===== config.mk =====
export PLATFORM = sky130hd
export DESIGN_NAME = address_fifo
export DESIGN_NICKNAME = d
export VERILOG_FILES = /design/src/rtl/address_fifo.sv
export SDC_FILE = /design/constraint.sdc
export NUM_CORES = 1
export LEC_CHECK = 0
export ABC_CLOCK_PERIOD_IN_PS = 5000
export CAP_MARGIN = 15
export CORE_ASPECT_RATIO = 1.75
export CORE_MARGIN = 4
export CORE_UTILIZATION = 58
export CTS_CLUSTER_SIZE = 10
export DETAILED_ROUTE_END_ITERATION = 12
export PLACE_DENSITY = 0.94
export RECOVER_POWER = 25
export SLEW_MARGIN = 25
export SYNTH_ARGS = -nofsm -noshare
export SYNTH_HDL_FRONTEND = slang
export SYNTH_SLANG_ARGS = --single-unit

===== constraint.sdc =====
create_clock -name clk_i -period 5 [get_ports clk_i]
set_input_delay 0.75 -clock clk_i [delete_from_list [all_inputs] [get_ports clk_i]]
set_output_delay 0.75 -clock clk_i [all_outputs]
set_load 0.005 [all_outputs]

===== src/rtl/address_fifo.sv =====
// rtl/address_fifo.sv - elastic address-word buffer ahead of address_fsm
//
// Circular buffer of DEPTH words with valid/ready handshakes on both sides.
// Words leave in FIFO order and are never dropped or duplicated.
//
// Optional feature macro: ADDRESS_FIFO_BYPASS_EN
//   When defined, a word offered to an empty buffer is presented on data_o in
//   the same cycle and, if the consumer takes it, never enters storage.
//
// Ports:
//   clk_i           rising-edge clock
//   arst_ni         synchronous active-low reset
//   data_i          word from the producer
//   data_i_valid_i  producer offers data_i
//   fifo_ready_o    buffer can accept a word this cycle
//   data_o          head word (zero when nothing to present)
//   data_o_valid_o  data_o is valid
//   rec_ready_i     consumer accepts data_o
//   count_o         number of stored words, 0..DEPTH

module address_fifo #(
    parameter int DEPTH  = 4,
    parameter int DATA_W = 16
) (
    input  logic                       clk_i,
    input  logic                       arst_ni,
    input  logic [DATA_W-1:0]          data_i,
    input  logic                       data_i_valid_i,
    output logic                       fifo_ready_o,
    output logic [DATA_W-1:0]          data_o,
    output logic                       data_o_valid_o,
    input  logic                       rec_ready_i,
    output logic [$clog2(DEPTH):0]     count_o
);

    localparam int AW = $clog2(DEPTH);
    localparam int CW = AW + 1;
    localparam logic [CW-1:0] FULL = CW'(DEPTH);

    logic [DATA_W-1:0] mem [DEPTH];
    logic [AW-1:0]     wr_ptr;
    logic [AW-1:0]     rd_ptr;
    logic [CW-1:0]     count;

    logic empty;
    logic push;
    logic pop;
    logic bypass_take;

    assign empty = (count == '0);

    // Ready depends on registered occupancy only, so a pop while full frees
    // the slot for the producer one cycle later, not combinationally.
    assign fifo_ready_o = (count != FULL);

`ifdef ADDRESS_FIFO_BYPASS_EN
    // Word handed straight through an empty buffer: consumed without storage.
    assign bypass_take = empty && data_i_valid_i && rec_ready_i;

    always_comb begin
        data_o         = '0;
        data_o_valid_o = 1'b0;
        if (!empty) begin
            data_o         = mem[rd_ptr];
            data_o_valid_o = 1'b1;
        end else if (data_i_valid_i) begin
            data_o         = data_i;
            data_o_valid_o = 1'b1;
        end
    end
`else
    assign bypass_take = 1'b0;

    always_comb begin
        data_o         = '0;
        data_o_valid_o = 1'b0;
        if (!empty) begin
            data_o         = mem[rd_ptr];
            data_o_valid_o = 1'b1;
        end
    end
`endif

    assign push = data_i_valid_i && fifo_ready_o && !bypass_take;
    // Only stored words are popped; the bypass path never touches rd_ptr.
    assign pop  = !empty && rec_ready_i;

    assign count_o = count;

    // Storage is not reset; contents behind a cleared count are never shown.
    always_ff @(posedge clk_i) begin
        if (push) begin
            mem[wr_ptr] <= data_i;
        end
    end

    always_ff @(posedge clk_i) begin
        if (!arst_ni) begin
            wr_ptr <= '0;
            rd_ptr <= '0;
            count  <= '0;
        end else begin
            // DEPTH is a power of two, so pointer overflow is the wrap.
            if (push) begin
                wr_ptr <= wr_ptr + 1'b1;
            end
            if (pop) begin
                rd_ptr <= rd_ptr + 1'b1;
            end
            if (push && !pop) begin
                count <= count + 1'b1;
            end else if (pop && !push) begin
                count <= count - 1'b1;
            end
        end
    end

endmodule


==> summary.md <==
| Metric | Value |
|---|---|
| Status | complete, no violations |
| Total count of hold-check failures in the final report | 0 |
| Setup_tns | 0 ns |
| Commonest cells after routing, fill and taps aside | edfxtp_1 (64), clkdlybuf4s50_1 (29), nor2b_1 (16), dlygate4sd3_1 (11) |
| CTS tree | done |
| Final nets | 223 |
| Unique masters post-synth | 26 |
| Critical Path AT | 2.26 ns |
| Max_slew headroom | 0.410 |
| Worst path required time | 4.25 ns |
| Vias per inst | between 5 and 6 |
| Yosys reg bits | between 70 and 80 |
| Rows | 34 |
| Period utilization | 0.601 |
| Layout cells sized above 1 | 0.153 |
| Pleak | 1.19 nW |
| Hold Slack | 0.500 ns |
| Kind of critical path | flip-flop to primary output |
| CTS sink cnt | 73 |
| Core Util, Final | 0.718 |
| Clock skew | 0.0111 ns |
| Final Max Tran Viols | 0 |
| Worst-Skew Late Latency | 0.34 ns |
| Filler Cell Count | 311 |
| Synth Warn # | 0 |
| Setup Buffers After CTS | 0 |
| Pwr dens | 492 mW/mm^2 |
| Synth top area cells | edfxtp_1 (65%), mux4_2 (7.6%), dfxtp_1 (6.1%) |
| GR Overflow Total | 0 |
| Routability cong. | 0.705 |
| Dominant cell type by area after synthesis | edfxtp_1 |
| Io pins | 41 |
| Die W | 61.9 microns |
| First-pass GRT wire length | 8.15 mm |
| Largest net degree at the start of global routing | 20 |
| CTS Buf Count | 9 |
| CP cell instances | mux4_1 > nor2b_1 > clkdlybuf4s50_1 |
| Worst ir drop on vdd | 0.000434 V |
| DP Worst Slack | 1.95 ns |
| Storage element area | 0.00210 sq mm |
| MaxCap Viol Count | 0 |
| Register area share after synthesis | 0.714 |
| Crit path largest cell delay | slightly below 0.7 ns |
| Post-Layout Cell Count | 256 |
| Reg clk slew, reported paths | 0.08 ns |
| Core region area | 0.00493 sq mm |
| Starting Density | 0.597 |
| Worst Max-Slew Pin Slew | a little under 0.9 ns |
| Worst min path class | flip-flop to flip-flop |
| Gate Count Post-Synth | 151 |
| Gr usage total | 0.187 |
| Initial DRC count | 57 |
| Final WS setup | about 2 ns |
| Final wirelength | 5.17 mm |
| Vias | 1475 |
| Post-synthesis average cell area | between 15 and 20 sq um |
| Post-CTS Resized | 0 |
| Fin crit period | 3.01 ns |
| Vias in the first global route | between 1500 and 2000 |
| CP bufs+invs | 1 |
| Die Area | between 0.006 and 0.007 sq mm |
| Final setup fails | 0 |
| Area Growth Syn to Fin | 20.4% |
| Leading cell type in the layout, fill and taps excluded | edfxtp_1 |
| Slowest-stage cell, CP | dfxtp_2 |
| Port-buffer cells | 40 |
| CP Max Fanout | 16 |
| Post-DP HPWL | around 3.5 mm |
| Placed cells | 240 |
| CP Launch Type | flip-flop |
| Post-DRT Antenna Nets | 0 |
| CP Capture Type | primary output |
| Max Fclk | 333 MHz |
| N_diodes | 0 |
| DR DRC count | 0 |
| Post-synth top area share | 0.653 |
| CTS Buffer Depth | 2 |
| Multi-input logic area | 777 sq um |
| Net Count, Synth | 177 |
| Drt pass-1 iters | 4 |
| Die extent in y | between 100 and 150 microns |
| CP delay by family, top | flip-flops |
| Area of the mapped netlist | 0.00294 sq mm |
| RSZ-0062 raised after global routing | no |
| H-tree Lvls | 3 |
| # hold bufs at CTS | 0 |
| Root Buffer | clkbuf_8 |
| Initial antenna violation count | 0 |
| Wirelength per Cell | 20.2 microns |
worst paths after layout:
check	from	to	slack [ns]	depth (start not counted)
hold / removal	wr_ptr[1]	wr_ptr[1]	0.50	2
setup reg to reg	count_o[0]	count_o[2]	2.65	8
setup / recovery	flip-flop	data_o[3]	1.99	3
hold reg to reg	wr_ptr[1]	wr_ptr[1]	0.50	2
metrics by stage:
stage,power (mW),instance area [sq um]
final,1.74,3540
after global routing,1.83,3540
after CTS,1.77,3540
after detailed placement,1.38,3370
after global placement,1.33,3370
after floorplan,1.13,2940
sequential cells by signal (all words and copies together), names as in the netlist, named ones only:
signal	flops
rd_ptr	2
count_o	3
wr_ptr	2
mem	64
cell type report:
type                       count  area share
sequential                    73       0.594
multi-input combinational     68       0.219
timing repair buffer          41       0.115
clock buffer                  11      0.0399
tap                           54      0.0191
clock inverter                 5     0.00883
inverter                       4     0.00424
worst reg2reg max path: cells and delay by family, from the launching register on:
| kind | cells | cell delay, ns |
|---|---|---|
| AND/OR/NAND/NOR | 2 | 0.45 |
| adder cells (fa/ha/maj) | 2 | 0.62 |
| buffers and inverters | 1 | 0.06 |
| XOR/XNOR | 1 | 0.16 |
| AO/OA/AOI/OAI | 2 | 0.51 |
| flip-flops | 1 | 0.49 |
metal layers:
| layer | wire length [microns] | vias up | track usage |
|---|---|---|---|
| li1 | - | 678 | - |
| met1 | 1880 | 739 | 0.202 |
| met2 | 2860 | 47 | 0.330 |
| met3 | 305 | 11 | 0.0607 |
| met4 | 120 | 0 | 0.0686 |
| met5 | 0 | - | 0 |
synth_stat cells:
master,instances
edfxtp_1,64
nor2b_1,16
mux4_2,10
dfxtp_1,9
and2_1,7
mux4_1,6
nand2_1,6
ha_1,5
inv_1,4
buf_2,3
mux2i_1,3
o21ai_0,2
or3_1,2
xnor2_1,2
a21boi_0,1
a21boi_1,1
a21boi_2,1
buf_12,1
buf_6,1
clkbuf_1,1
fa_1,1
nor2_1,1
nor2b_4,1
nor3_2,1
o31ai_2,1
xor2_1,1
cell families after synthesis:
group	after synthesis	share of synthesized area
and+or+nand+nor	34	0.0701
adders and majority gates	6	0.0280
xor gates and xnor gates	3	0.00893
AOI/OAI and AO/OA	6	0.0166
buffers and inverters	10	0.0221
DFF	73	0.714
muxes	19	0.140
power breakdown:
group,total (mW),switching (mW),internal [mW]
clock,0.394,0.202,0.192
combinational,0.528,0.197,0.330
sequential,0.822,0.0766,0.746
Note: power is estimated with default switching activity, not from simulation.
